## config.mk

```make
export PLATFORM = sky130hd
export DESIGN_NAME = queue_write_arbiter_flat
export DESIGN_NICKNAME = d
export VERILOG_FILES = /design/src/rtl/queue_write_arbiter_if.sv /design/src/rtl/queue_write_arbiter.sv /design/src/flat_wrapper.sv
export SDC_FILE = /design/constraint.sdc
export NUM_CORES = 1
export LEC_CHECK = 0
export BUFFER_PORTS_ARGS = -buffer_cell sky130_fd_sc_hd__clkbuf_2
export CORE_ASPECT_RATIO = 1.75
export CORE_MARGIN = 2
export CORE_UTILIZATION = 30
export DETAILED_ROUTE_END_ITERATION = 8
export HOLD_SLACK_MARGIN = 0.15
export PLACE_DENSITY = 0.54
export SLEW_MARGIN = 20
export SYNTH_ARGS = -nofsm -noshare
export SYNTH_HDL_FRONTEND = slang
export SYNTH_SLANG_ARGS = --single-unit
```

## constraint.sdc

```tcl
create_clock -name clock -period 1.65 [get_ports clock]
set_clock_uncertainty 0.05 [all_clocks]
set_input_delay 0.4125 -clock clock [delete_from_list [all_inputs] [get_ports clock]]
set_output_delay 0.4125 -clock clock [all_outputs]
set_load 0.02 [all_outputs]
```

## src/rtl/queue_write_arbiter_if.sv

```systemverilog
// Producer/queue side signals of the message queue write arbiter.
// master = arbiter, slave = producers plus queue write port.
interface queue_write_arbiter_if #(
    parameter int unsigned NUM_REQ   = 4,
    parameter int unsigned MSG_WIDTH = 8
);
    logic [NUM_REQ-1:0]           req;
    logic [NUM_REQ*MSG_WIDTH-1:0] req_data;
    logic [NUM_REQ-1:0]           done;
    logic [NUM_REQ-1:0]           drop;
    logic [MSG_WIDTH-1:0]         q_write;
    logic                         q_write_en;
    logic                         q_write_ack;

    modport master (
        input  req, req_data, q_write_ack,
        output done, drop, q_write, q_write_en
    );

    modport slave (
        output req, req_data, q_write_ack,
        input  done, drop, q_write, q_write_en
    );
endinterface

```

## src/rtl/queue_write_arbiter.sv

```systemverilog
// Round-robin arbiter sharing the game message queue write port between
// NUM_REQ producers, with optional ack timeout and done/drop reporting.
module queue_write_arbiter #(
    parameter int unsigned NUM_REQ   = 4,
    parameter int unsigned MSG_WIDTH = 8,
    parameter int unsigned TIMEOUT   = 15
) (
    input  logic                   clock,
    input  logic                   reset,
    queue_write_arbiter_if.master  bus,
    output logic                   busy
);
    localparam int unsigned IDX_W = $clog2(NUM_REQ);
    localparam int unsigned CNT_W = (TIMEOUT == 0) ? 1 : $clog2(TIMEOUT + 1);
    localparam logic [CNT_W-1:0] CNT_MAX  = '1;
    localparam logic [CNT_W-1:0] CNT_LAST = CNT_W'((TIMEOUT == 0) ? 0 : TIMEOUT - 1);
    localparam logic [IDX_W-1:0] IDX_LAST = IDX_W'(NUM_REQ - 1);

    typedef enum logic [1:0] {IDLE, WRITE, DONE} state_t;

    state_t               state_q, state_d;
    logic [IDX_W-1:0]     gidx_q, gidx_d;
    logic [IDX_W-1:0]     rr_ptr_q, rr_ptr_d;
    logic [CNT_W-1:0]     cnt_q, cnt_d;
    logic [MSG_WIDTH-1:0] q_write_q, q_write_d;
    logic                 q_write_en_q, q_write_en_d;
    logic [NUM_REQ-1:0]   done_q, done_d;
    logic [NUM_REQ-1:0]   drop_q, drop_d;
    logic                 busy_q, busy_d;

    logic [MSG_WIDTH-1:0] msg [NUM_REQ];
    logic                 found;
    logic [IDX_W-1:0]     win_idx;
    logic [IDX_W-1:0]     cand;

    for (genvar g = 0; g < NUM_REQ; g++) begin : g_msg
        assign msg[g] = bus.req_data[g*MSG_WIDTH +: MSG_WIDTH];
    end

    // Round-robin search starting at rr_ptr, wrapping modulo NUM_REQ.
    always_comb begin
        found   = 1'b0;
        win_idx = '0;
        cand    = '0;
        for (int i = 0; i < NUM_REQ; i++) begin
            cand = IDX_W'((32'(rr_ptr_q) + 32'(i)) % NUM_REQ);
            if (!found && bus.req[cand]) begin
                found   = 1'b1;
                win_idx = cand;
            end
        end
    end

    always_comb begin
        state_d      = state_q;
        gidx_d       = gidx_q;
        rr_ptr_d     = rr_ptr_q;
        cnt_d        = cnt_q;
        q_write_d    = q_write_q;
        q_write_en_d = 1'b0;
        done_d       = '0;
        drop_d       = '0;

        case (state_q)
            IDLE: begin
                if (found) begin
                    gidx_d       = win_idx;
                    q_write_d    = msg[win_idx];
                    cnt_d        = '0;
                    q_write_en_d = 1'b1;
                    state_d      = WRITE;
                end
            end
            WRITE: begin
                // Ack has priority over a timeout expiring in the same cycle.
                if (bus.q_write_ack) begin
                    done_d[gidx_q] = 1'b1;
                    state_d        = DONE;
                end else if (TIMEOUT != 0 && cnt_q == CNT_LAST) begin
                    drop_d[gidx_q] = 1'b1;
                    state_d        = DONE;
                end else begin
                    q_write_en_d = 1'b1;
                    if (cnt_q != CNT_MAX) begin
                        cnt_d = cnt_q + CNT_W'(1);
                    end
                end
            end
            DONE: begin
                rr_ptr_d = (gidx_q == IDX_LAST) ? '0 : gidx_q + IDX_W'(1);
                state_d  = IDLE;
            end
            default: state_d = IDLE;
        endcase

        busy_d = (state_d != IDLE);
    end

    always_ff @(posedge clock) begin
        if (reset) begin
            state_q      <= IDLE;
            gidx_q       <= '0;
            rr_ptr_q     <= '0;
            cnt_q        <= '0;
            q_write_q    <= '0;
            q_write_en_q <= 1'b0;
            done_q       <= '0;
            drop_q       <= '0;
            busy_q       <= 1'b0;
        end else begin
            state_q      <= state_d;
            gidx_q       <= gidx_d;
            rr_ptr_q     <= rr_ptr_d;
            cnt_q        <= cnt_d;
            q_write_q    <= q_write_d;
            q_write_en_q <= q_write_en_d;
            done_q       <= done_d;
            drop_q       <= drop_d;
            busy_q       <= busy_d;
        end
    end

    assign bus.done       = done_q;
    assign bus.drop       = drop_q;
    assign bus.q_write    = q_write_q;
    assign bus.q_write_en = q_write_en_q;
    assign busy           = busy_q;
endmodule

```

## src/flat_wrapper.sv

```systemverilog
// flat-port wrapper written by rule: the top's interface ports become plain ports
module queue_write_arbiter_flat 
#(
    parameter int unsigned NUM_REQ   = 4,
    parameter int unsigned MSG_WIDTH = 8,
    parameter int unsigned TIMEOUT   = 15
)
  (clock, reset, busy, bus_req, bus_req_data, bus_q_write_ack, bus_done, bus_drop, bus_q_write, bus_q_write_en);
  queue_write_arbiter_if #(.NUM_REQ(NUM_REQ), .MSG_WIDTH(MSG_WIDTH)) bus_i ();
  input  logic clock;
  input  logic reset;
  output logic busy;
  input wire logic [$bits(bus_i.req)-1:0] bus_req;
  input wire logic [$bits(bus_i.req_data)-1:0] bus_req_data;
  input wire logic [$bits(bus_i.q_write_ack)-1:0] bus_q_write_ack;
  output wire logic [$bits(bus_i.done)-1:0] bus_done;
  output wire logic [$bits(bus_i.drop)-1:0] bus_drop;
  output wire logic [$bits(bus_i.q_write)-1:0] bus_q_write;
  output wire logic [$bits(bus_i.q_write_en)-1:0] bus_q_write_en;
  assign bus_i.req = bus_req;
  assign bus_i.req_data = bus_req_data;
  assign bus_i.q_write_ack = bus_q_write_ack;
  assign bus_done = bus_i.done;
  assign bus_drop = bus_i.drop;
  assign bus_q_write = bus_i.q_write;
  assign bus_q_write_en = bus_i.q_write_en;
  queue_write_arbiter #(.NUM_REQ(NUM_REQ), .MSG_WIDTH(MSG_WIDTH), .TIMEOUT(TIMEOUT)) u_core (.clock(clock), .reset(reset), .bus(bus_i), .busy(busy));
endmodule
```

# Yosys cells after proc, flatten, opt, wreduce, memory -nomap -nowiden
# Cells that the tools add are included.
totals:
  n_memories: 0
  out_inout_bits: 18
  reg_bits: 28
  latch_bits: 0
  mem_bits_rw: 0
  rom_bits: 0
op_classes:
  order_cmp: 7
  div: 0
  n_bitwise: 4
  n_shift: 0
  eq_ne: 9
  addsub: 5
  mul: 0
  n_mux: 35
  n_reduce_logical: 14
op_table:
  columns: ["op", "n"]
  rows:
  - ["binary-select mux 8 bit (select 2 bit)", 1]
  - ["2-to-1 mux 2 bit", 8]
  - ["2-to-1 mux 4 bit", 4]
  - ["2-to-1 mux 8 bit", 2]
  - ["< comparator 2 x 3 -> 1 bit (second input constant)", 5]
  - ["2-to-1 mux 1 bit", 12]
  - ["binary-select mux 1 bit (select 2 bit)", 4]
  - ["case mux 4 bit (2 select lines)", 1]
  - ["AND reduction 5 bit", 1]
  - ["adder 2 x 1 -> 2 bit (second input constant)", 2]
  - ["adder 2 bit (second input constant)", 2]
  - ["adder 4 x 1 -> 4 bit (second input constant)", 1]
  - ["== test 2 bit (second input constant)", 2]
  - ["== test 4 bit (second input constant)", 1]
  - ["logical AND 1 bit", 4]
  - ["!= test 2 x 1 -> 1 bit (second input constant)", 2]
  - ["!= test 2 bit (second input constant)", 2]
  - ["!= test 4 bit (second input constant)", 1]
  - ["case mux 2 bit (2 select lines)", 1]
  - ["nonzero test 2 bit", 2]
  - ["OR reduction 4 bit", 1]
  - [">= comparator 3 bit (second input constant)", 1]
  - ["logical NOT 1 bit", 3]
  - ["NOT 1 bit", 3]
  - ["8 further kinds", 8]

# Logic depth before layout (Yosys ltp)
# Gate-level depths: netlist of the first run.
logic_depth:
  ltp_word: 16
  mapped_depth: 7

# Least setup slack after synthesis of the first run
# OpenSTA, ideal clock, no wires.
synth_timing:
  path_type: "in2reg"
  startpoint: "input bus_req[1]"
  endpoint: "register u_core.q_write_q[0], in the netlist u_core.bus.q_write[0]"
  stages: 7
  slack_ns: -0.102
  t_arrival_ns: 1.576
  n_path_buf: 2
  path_cell_list: "nor4_1 -> or3_1 -> clkbuf_2 -> or3_1 -> buf_2 -> a211oi_1 -> a211oi_1"
synth_via:
  elab_chain_cells: 16
  elab_cells_between_ends: 27
synth_lines:
  columns: ["element", "line_no", "text"]
  rows:
  - ["start, declared", "flat_wrapper.sv:13", "input wire logic [$bits(bus_i.req)-1:0] bus_req;"]
  - ["binary-select mux 1 bit (select 2 bit)", "queue_write_arbiter.sv:47", "if (!found && bus.req[cand]) begin"]
  - ["2-to-1 mux 1 bit (not written as such)", "queue_write_arbiter.sv:47", null]
  - ["2-to-1 mux 1 bit", "queue_write_arbiter.sv:47", null]
  - ["logical NOT 1 bit", "queue_write_arbiter.sv:47", null]
  - ["logical AND 1 bit", "queue_write_arbiter.sv:47", null]
  - ["2-to-1 mux 1 bit", "queue_write_arbiter.sv:47", null]
  - ["logical NOT 1 bit", "queue_write_arbiter.sv:47", null]
  - ["logical AND 1 bit", "queue_write_arbiter.sv:47", null]
  - ["2-to-1 mux 1 bit", "queue_write_arbiter.sv:47", null]
  - ["logical NOT 1 bit", "queue_write_arbiter.sv:47", null]
  - ["logical AND 1 bit", "queue_write_arbiter.sv:47", null]
  - ["2-to-1 mux 2 bit", "queue_write_arbiter.sv:47", null]
  - ["NOT 2 -> 3 bit (not written as such)", "queue_write_arbiter.sv:68", "q_write_d = msg[win_idx];"]
  - ["binary-select mux 8 bit (select 2 bit)", "queue_write_arbiter.sv:68", null]
  - ["2-to-1 mux 8 bit (not written as such) (2 in a row)", "queue_write_arbiter.sv:68", null]
  - ["end signal, assigned", "queue_write_arbiter.sv:115", "q_write_q <= q_write_d;"]
  - ["end, declared", "queue_write_arbiter.sv:25", "logic [MSG_WIDTH-1:0] q_write_q, q_write_d;"]
# Parallel ways exist; a longest one is shown, timed or not. The select of a mux whose other input is x is not followed.
# A chain may end at the register's enable or synchronous reset.

# Final worst setup path of the first run
layout_timing:
  startpoint: "register u_core.rr_ptr_q[1]"
  endpoint: "register u_core.q_write_q[7], in the netlist u_core.bus.q_write[7]"
layout_via:
  elab_chain_cells: 16
  elab_cells_between_ends: 30
layout_lines:
  columns: ["element", "line_no", "text"]
  rows:
  - ["start, declared", "queue_write_arbiter.sv:23", "logic [IDX_W-1:0] rr_ptr_q, rr_ptr_d;"]
  - ["start signal, assigned", "queue_write_arbiter.sv:113", "rr_ptr_q <= rr_ptr_d;"]
  - ["branches (longest 16 deep; another with adder 2 x 1 -> 2 bit)", null, null]
# Parallel ways; which one is timed is not known. The select of a mux whose other input is x is not followed.

==> results.json, run 1 <==
{
  "rows": 32,
  "antenna_cells": 0,
  "cts_sinks": 28,
  "clkLatencyLatePin_ps": 270,
  "finalWirelength_mm": 3.61,
  "drt_iter0_drc": 23,
  "fmax_mhz": 621,
  "area_delta_synth_final_pct": 46.2,
  "setup-violations-final": 0,
  "synthCells": 155,
  "synth-seq-area-share_pct": 40.4,
  "r2r-start": "u_core.rr_ptr_q[1]",
  "nets": 277,
  "yosys.area.top_type": "dfxtp_1",
  "synth.ff_latch_count": 28,
  "io-pin-count": 57,
  "synth.area.top_cells": "dfxtp_1 40%, mux2i_1 7.2%, ha_1 5.4%",
  "drive_gt1_share_pct": 42.4,
  "antenna_found_initial": 0,
  "numCtsBuffers": 3,
  "status": "complete, no violations",
  "cts.clk_slew.worst_paths_ps": 100,
  "vias_per_cell": 4.96,
  "hold_class": "in2reg",
  "irDropWorstVdd_v": 0.000403,
  "cts-root-buf": "clkbuf_8",
  "crit_end": "u_core.bus.q_write[7]",
  "grt_pass1_vias": 1368,
  "grt_max_degree": 17,
  "cp_max_fo": 8,
  "post-cts-setup-buffer-count": 0,
  "first_pass_iters": 4,
  "slew_viol_final": 0,
  "powerDensity_nw_per_um2": 836,
  "synth_top_area_share_pct": 40.4,
  "hold_viol": 0,
  "grt_pass1_wl_mm": 5.83,
  "rsz0062_at_grt": "yes",
  "die_x_um": 55.4,
  "crit_path_start_kind": "flip-flop",
  "yosysUniqueCellTypes": 34,
  "initial_core_util_pct": 31.2,
  "place_congestion": 0.775,
  "drcViolationCount": 0,
  "drv_cap": 0,
  "wl_per_cell_um": 12.8,
  "crit_path_start": "u_core.rr_ptr_q[1]",
  "worstSetupPathType": "reg2reg",
  "design_area_um2": 2030,
  "max-slew-margin-rel_pct": 81.0,
  "htreeDepth": 1,
  "endpoint_kind": "flip-flop",
  "grt-ovfl-total": 0,
  "worstRegToRegCells": 6,
  "place_hpwl_mm": 2.98,
  "avgSynthCellArea_um2": 8.94,
  "p_leak_nw": 0.945,
  "critical_path_arrival_ps": 1760,
  "via_count": 1398,
  "synth_area_um2": 1390,
  "core_area_um2": 4440,
  "cts_tree": "done",
  "worst_pin_slew_ps": 283,
  "placed_area_um2": 1910,
  "ant_nets": 0,
  "fin_crit_sh_pct": 97.6,
  "port_buffers": 56,
  "reg2reg_slack_ps": 40,
  "syn_nets": 200,
  "power_w": 0.00169,
  "yosys_warnings": 0,
  "die_area_um2": 5200,
  "crit_required_ps": 1800,
  "r2r-end": "u_core.bus.q_write[7]",
  "track_usage_pct": 13.9,
  "die_y_um": 93.9,
  "fin_crit_ps": 1610,
  "cts.path.max_buffers": 2
}
## power breakdown
part | switching [W] | internal, W | total (W)
registers | 0.0000261 | 0.000719 | 0.000746
clock network | 0.000216 | 0.000325 | 0.000540
logic | 0.000219 | 0.000190 | 0.000409
total | 0.000461 | 0.00123 | 0.00169
## metal layers
metal / part of all wire [%] / track usage, % / up-vias / routed length [µm]
met2: 53 / 27.2 / 52 / 1930
li1: - / - / 721 / -
met5: 0 / 0 / - / 0
met3: 5.1 / 1.79 / 5 / 183
met4: 1.6 / 4.67 / 0 / 59
met1: 40 / 14.8 / 620 / 1440
## final cells by class
cell class / instances / area [µm²]
Clock buffer: 3 / 41.3
Clock inverter: 1 / 30.0
Fill cell: 452 / 2420
Inverter: 6 / 22.5
Multi-Input combinational cell: 116 / 848
Sequential cell: 28 / 567
Tap cell: 51 / 63.8
Timing Repair Buffer: 77 / 454
## layout by cell type, fill, tap and decap left out, types with 2 or more instances in the layout
cell and n:
inv_1 5, clkbuf_2 56, clkbuf_8 3, nor2_1 7, a21oi_1 9, nand2_1 5
ha_1 6, nand3_1 11, o211ai_1 3, buf_4 19, xnor2_1 2, and3_1 9
o21ai_0 8, nand4_1 2, nor2b_1 3, nor3_1 4, a21o_1 2, dfxtp_2 2
a2111o_1 3, a211oi_1 4, a211oi_2 4, and2_1 6, dfxtp_1 25, or3_1 2
nand2b_1 4, or2_2 2, mux2i_1 8
## sequential cells by signal (all words and copies together), names as in the netlist
name / count
u_core.bus.done: 4
u_core.rr_ptr_q: 2
u_core.gidx_q: 2
u_core.bus.q_write: 8
u_core.bus.drop: 4
u_core.cnt_q: 4
u_core.bus.q_write_en: 1
u_core.busy: 1
u_core.state_q: 2
## critical path: stages, from the launching register on
cell	delay, ps
dfxtp_4	390
mux2i_2	230
o22a_1	180
buf_6	130
nand3_1	80
a2111o_1	380
o211ai_1	90
## worst min path at each step
stage,from,endpoint,slack (ps),depth (start not counted)
after floorplan,u_core.gidx_q[1],u_core.gidx_q[1],420,2
after global placement,u_core.gidx_q[1],u_core.gidx_q[1],440,2
after detailed placement,u_core.gidx_q[1],u_core.gidx_q[1],450,2
after CTS,reset,u_core.cnt_q[0],360,2
after global routing,reset,u_core.cnt_q[0],370,2
final,reset,u_core.cnt_q[0],360,2
## repair_timing
action	4_1_cts	5_1_grt
pin swaps	0	2
setup endpoints to repair	5	8
resized for setup	3	9
hold buffers	0	0
## kinds of logic (layout without fill, tap and decap cells)
family | Yosys count | in the layout | synth area share [%]
AO/OA/AOI/OAI | 39 | 39 | 19.4
flip-flops | 28 | 28 | 40.4
multiplexers | 10 | 10 | 7.22
adder cells (fa/ha/maj) | 6 | 6 | 5.42
XOR/XNOR | 2 | 2 | 1.26
AND/OR/NAND/NOR | 59 | 59 | 22.8
buffers and inverters | 11 | 87 | 3.43
## cells in the mapped netlist
| cell | number |
|---|---|
| a31oi_1 | 1 |
| a21oi_1 | 9 |
| mux2i_1 | 10 |
| xnor2_1 | 2 |
| nand2_1 | 6 |
| nor2_1 | 7 |
| and3_1 | 9 |
| a2111o_1 | 3 |
| nor2b_1 | 3 |
| o221ai_2 | 1 |
| or2_2 | 2 |
| clkinv_1 | 1 |
| dfxtp_1 | 28 |
| buf_2 | 1 |
| clkbuf_1 | 2 |
| o22a_1 | 1 |
| o21a_1 | 1 |
| clkbuf_2 | 1 |
| nor4_1 | 1 |
| nand2b_1 | 4 |
| a21o_1 | 2 |
| buf_4 | 1 |
| nand3_1 | 12 |
| or3_1 | 3 |
| and2_1 | 6 |
| a311oi_1 | 1 |
| nand4_1 | 2 |
| o22ai_1 | 1 |
| a211oi_1 | 8 |
| o21ai_0 | 8 |
| ha_1 | 6 |
| nor3_1 | 4 |
| o211ai_1 | 3 |
| inv_1 | 5 |
## per-stage QoR
step / cells / setup slack [ps] / setup TNS [ps] / hold slack (ps) / util (%)
after floorplan: 155 / -85.2 / -240 / 419 / -
after global placement: 278 / -242 / -1720 / 440 / 43.0
after detailed placement: 278 / -275 / -1830 / 446 / 43.0
after CTS: 282 / 0.675 / 0 / 359 / 44.8
after global routing: 282 / -46.6 / -152 / 368 / 45.6
final: 282 / 39.1 / 0 / 365 / 45.6
Power figures use the tool's default switching activity.
==> inputs of run 2 (changes only) <==
Settings changed: PLACE_DENSITY 0.54 to 0.52.
Clock period 1.65 ns to 1.5 ns, I/O delays scaled along.
==> run 2 against run 1 <==
The flow now finishes with violations (negative setup slack); cell count is 2.8% higher; wire length is 12% higher; clock-buffer cell count stayed put; via count is 1.9% higher; fmax is 3.0% higher.
==> results.json, run 2 (synthesized netlist as in run 1, its figures left out) <==
{
  "status": "finished with violations",
  "violations": "negative setup slack",
  "largest_register_ffs": 8,
  "hold_class": "in2reg",
  "path_buf_inv": 0,
  "fillers": 466,
  "max-slew-margin-rel_pct": 70.4,
  "setup-violations-final": 8,
  "grt_pass1_wl_mm": 6.74,
  "crit_path_start": "u_core.state_q[0]",
  "die_area_um2": 5200,
  "track_usage_pct": 16.3,
  "combinationalPowerShare_pct": 26.3,
  "drt_iter0_drc": 11,
  "switching_share_pct": 28.3,
  "cts.path.max_buffers": 2,
  "first_pass_iters": 4,
  "ctsHoldBuffers": 0,
  "place_hpwl_mm": 3.23,
  "htreeDepth": 1,
  "grt_max_degree": 17,
  "hp-start": "bus_req_data[15]",
  "placed_cells": 284,
  "crit_required_ps": 1660,
  "place_ws_ps": -352,
  "antenna_cells": 0,
  "endpoint_kind": "flip-flop",
  "irDropWorstVdd_v": 0.000516,
  "grt_pass1_vias": 1512,
  "initial_core_util_pct": 31.2,
  "grt-ovfl-total": 0,
  "hold_viol": 0,
  "hold_slack_ps": 342,
  "drv_cap": 0,
  "design_area_um2": 2190,
  "port_buffers": 56,
  "die_x_um": 55.4,
  "final_common_cell": "clkbuf_2",
  "cts_tree": "done",
  "multiInputGateArea_um2": 942,
  "slew_viol_final": 0,
  "fin_crit_ps": 1560,
  "place_congestion": 0.740,
  "worst_pin_slew_ps": 440,
  "p_leak_nw": 1.00,
  "cts_sinks": 28,
  "via_count": 1425,
  "nets": 285,
  "wl_per_cell_um": 14.0,
  "critical_path_arrival_ps": 1730,
  "ant_nets": 0,
  "crit_path_start_kind": "flip-flop",
  "io-pin-count": 57,
  "fmax_mhz": 639,
  "mostFrequentLayoutCells": "55 x clkbuf_2, 26 x buf_4, 25 x dfxtp_1",
  "cts.clk_slew.worst_paths_ps": 100,
  "internal-power_w": 0.00139,
  "critPathMaxStageDelay_ps": 390,
  "fin_crit_sh_pct": 104,
  "drcViolationCount": 0,
  "vias_per_cell": 4.91,
  "regArea_um2": 567,
  "p_sw_w": 0.000550,
  "clkPwrFrac_pct": 31.6,
  "die_y_um": 93.9,
  "cp_max_fo": 6,
  "core_area_um2": 4440,
  "critPathSlowestCell": "or3_4",
  "seqPwrFrac_pct": 42.1,
  "area_delta_synth_final_pct": 57.8,
  "critPathTopFamily": "simple AND/OR/NAND/NOR gates",
  "cts-root-buf": "clkbuf_8",
  "powerDensity_nw_per_um2": 889,
  "numCtsBuffers": 3,
  "finalWirelength_mm": 4.06,
  "rsz0062_at_grt": "yes",
  "drive_gt1_share_pct": 50.6,
  "rows": 32,
  "r2r-start": "u_core.state_q[0]",
  "layout_setup_ws_ps": -63.8,
  "power_w": 0.00195,
  "path_cells": "or3_4 -> or3_4 -> a21o_1 -> o221ai_2",
  "worstSetupPathType": "reg2reg",
  "placed_area_um2": 1970,
  "fin_cells": 290,
  "antenna_found_initial": 0,
  "clkLatencyLatePin_ps": 280,
  "crit_path_frequent_cell": "or3_4"
}
==> run 2: cell types whose count changed in the layout (fill, tap and decap cells not counted), sizes merged <==
cell | before | now
buf | 21 | 29
==> run 2: worst paths after layout <==
path                                               to  slack (ps)  depth (start not counted)
worst min register to register  u_core.bus.q_write[6]         460                          2
worst max register to register  u_core.bus.q_write[1]         -60                          4
worst min-delay path            u_core.bus.q_write[7]         340                          3
worst max-delay path            u_core.bus.q_write[1]         -60                          4
==> run 2: layout make-up <==
| class | instances | share of cell area (%) |
|---|---|---|
| Inverter | 6 | 1.03 |
| Clock inverter | 1 | 1.37 |
| Multi-Input combinational cell | 116 | 43.1 |
| Timing Repair Buffer | 85 | 23.8 |
| Sequential cell | 28 | 25.9 |
| Clock buffer | 3 | 1.89 |
| Tap cell | 51 | 2.92 |
==> run 2: worst register-to-register path: cells and delay by family, from the launching register on <==
family / cells / cell delay, ps
AND/OR/NAND/NOR: 2 / 770
flip-flops: 1 / 340
AO/OA/AOI/OAI: 2 / 330
==> run 2: timing repair <==
| action | 4_1_cts | 5_1_grt |
|---|---|---|
| pin swaps | 7 | 7 |
| setup endpoints to repair | 10 | 17 |
| setup buffers | 2 | 0 |
| resized for setup | 19 | 14 |
| cloned | 0 | 0 |
==> run 2: power by group through the flow <==
stage,clock network [W],registers [W],logic (W)
floorplan,0,0.000879,0.000194
global placement,0,0.000837,0.000462
detailed placement,0,0.000836,0.000466
CTS,0.000624,0.000819,0.000505
global route,0.000651,0.000826,0.000557
finish,0.000614,0.000819,0.000512
==> run 2: metal layers <==
| metal | routed length [µm] | track usage (%) |
|---|---|---|
| met1 | 1600 | 16.9 |
| met2 | 2260 | 32.8 |
| met3 | 166 | 2.34 |
| met4 | 36 | 4.47 |
| met5 | 0 | 0 |
==> run 2: through the flow <==
step	setup TNS, ps	util, %
4_1_cts	-337	48.2
6_report	-246	49.2
3_3_place_gp	-2840	44.3
2_1_floorplan	-887	-
3_5_place_dp	-2920	44.3
5_1_grt	-807	49.2
==> inputs of run 3 (changes only) <==
Settings changed: SETUP_SLACK_MARGIN set to 0.1.
==> run 3 against run 2 <==
The run still ends with negative setup slack left; non-clock buffer count unchanged; core utilization grew 1.2 points; sequential cell count unchanged; global-route usage decreased by 0.94 points; fmax fell by 1.1%; sequential power hardly changed; critical path type unchanged; largest power group unchanged; clock power down 35%; setup slack lost 17 ps; wire length fell by 1.0%; register-to-register slack got worse by 20 ps; cell count shrank 0.34%; combinational power up 3%.
==> results.json, run 3 (synthesized netlist as in run 1, its figures left out) <==
{
  "status": "finished with violations",
  "violations": "negative setup slack",
  "layout_setup_ws_ps": -81.2,
  "drcViolationCount": 0,
  "fin_setup_tns_ps": -439,
  "antenna_cells": 0,
  "largest_register_ffs": 8,
  "wl_per_cell_um": 13.9,
  "antenna_found_initial": 0,
  "vias_per_cell": 5.13,
  "finalWirelength_mm": 4.02,
  "drt_iter0_drc": 18,
  "via_count": 1482,
  "clkLatencyLatePin_ps": 270,
  "fin_util_pct": 50.4,
  "crit_required_ps": 1650,
  "htreeDepth": 1,
  "hp-start": "bus_req_data[10]",
  "ctsHoldBuffers": 0,
  "grt_max_degree": 16,
  "fmax_mhz": 632,
  "switching_share_pct": 29.6,
  "fin_crit_ps": 1580,
  "cts-root-buf": "clkbuf_8",
  "path_buf_inv": 0,
  "irDropWorstVdd_v": 0.000570,
  "combinationalPowerShare_pct": 30.2,
  "path_cells": "or3_4 -> or3_4 -> a21o_1 -> o221ai_2",
  "final_common_cell": "clkbuf_2",
  "fin_crit_sh_pct": 105,
  "powerDensity_nw_per_um2": 780,
  "critPathSlowestCell": "or3_4",
  "cts_sinks": 28,
  "die_x_um": 55.4,
  "setup-violations-final": 8,
  "grt_pass1_vias": 1411,
  "area_delta_synth_final_pct": 61.6,
  "die_y_um": 93.9,
  "cts_tree": "done",
  "numCtsBuffers": 3,
  "core_area_um2": 4440,
  "initial_core_util_pct": 31.2,
  "drive_gt1_share_pct": 55.0,
  "worst_pin_slew_ps": 320,
  "io-pin-count": 57,
  "crit_path_frequent_cell": "or3_4",
  "critPathTopFamily": "simple AND/OR/NAND/NOR gates",
  "place_congestion": 0.759,
  "crit_path_start_kind": "flip-flop",
  "first_pass_iters": 4,
  "critical_path_arrival_ps": 1730,
  "drv_cap": 0,
  "mostFrequentLayoutCells": "56 x clkbuf_2, 23 x dfxtp_1, 21 x buf_4",
  "ant_nets": 0,
  "r2r-start": "u_core.state_q[0]",
  "place_hpwl_mm": 3.13,
  "cts.clk_slew.worst_paths_ps": 90,
  "clkPwrFrac_pct": 22.9,
  "grt-ovfl-total": 0,
  "port_buffers": 56,
  "nets": 285,
  "p_leak_nw": 0.986,
  "cts.path.max_buffers": 2,
  "endpoint_kind": "flip-flop",
  "internal-power_w": 0.00123,
  "die_area_um2": 5200,
  "track_usage_pct": 15.3,
  "rsz0062_at_grt": "yes",
  "grt_pass1_wl_mm": 6.31,
  "rows": 32,
  "critPathMaxStageDelay_ps": 410,
  "cp_max_fo": 6,
  "seqPwrFrac_pct": 46.9,
  "worstSetupPathType": "reg2reg",
  "crit_path_start": "u_core.state_q[0]",
  "hold_viol": 0,
  "hold_class": "in2reg",
  "p_sw_w": 0.000518,
  "max-slew-margin-rel_pct": 78.5,
  "slew_viol_final": 0,
  "fillers": 444
}
## run 3: worst paths after layout
kind,to,depth (start not counted),slack (ps)
setup / recovery,u_core.bus.q_write[1],4,-80
hold / removal,u_core.bus.q_write[2],3,350
setup reg to reg,u_core.bus.q_write[1],4,-80
hold reg to reg,u_core.bus.q_write[2],2,450
## run 3: through the flow
step	power (W)	std cells	area, µm²	hold slack [ps]	worst slack, ps
floorplan	0.00108	155	1470	410	-198
global placement	0.00129	277	1950	426	-371
detailed placement	0.00129	277	1950	432	-383
CTS	0.00174	284	2120	354	-87.0
global route	0.00184	289	2240	381	-187
finish	0.00175	289	2240	353	-81.2
## run 3: area by class of cell
type,count,area [µm²],area share [%]
Clock buffer,3,41.3,1.84
Tap cell,51,63.8,2.85
Sequential cell,28,569,25.4
Inverter,6,22.5,1.01
Timing Repair Buffer,85,554,24.7
Multi-Input combinational cell,116,990,44.2
## run 3: repair_timing
| item | CTS | global route |
|---|---|---|
| pin swaps | 8 | 13 |
| setup buffers | 4 | 6 |
| setup endpoints to repair | 18 | 19 |
| resized for setup | 24 | 17 |
## run 3: tightest hold or removal path: stages
cell and delay, ps:
clkbuf_2 70, mux2i_1 50, o211ai_1 140
## run 3: power by group through the flow
stage               Combinational (W)  Clock, W  Sequential (W)
floorplan                    0.000201         0        0.000880
global placement             0.000448         0        0.000838
detailed placement           0.000453         0        0.000836
CTS                          0.000502  0.000420        0.000819
global route                 0.000574  0.000445        0.000826
finish                       0.000528  0.000401        0.000819
## run 3: metal layers
layer  up-vias  track usage (%)  part of all wire, %
met5         -                0                    0
met4         0             4.88                  1.2
li1        738                -                    -
met3         5             2.34                  5.0
met2        51             31.1                   56
met1       688             15.5                   38
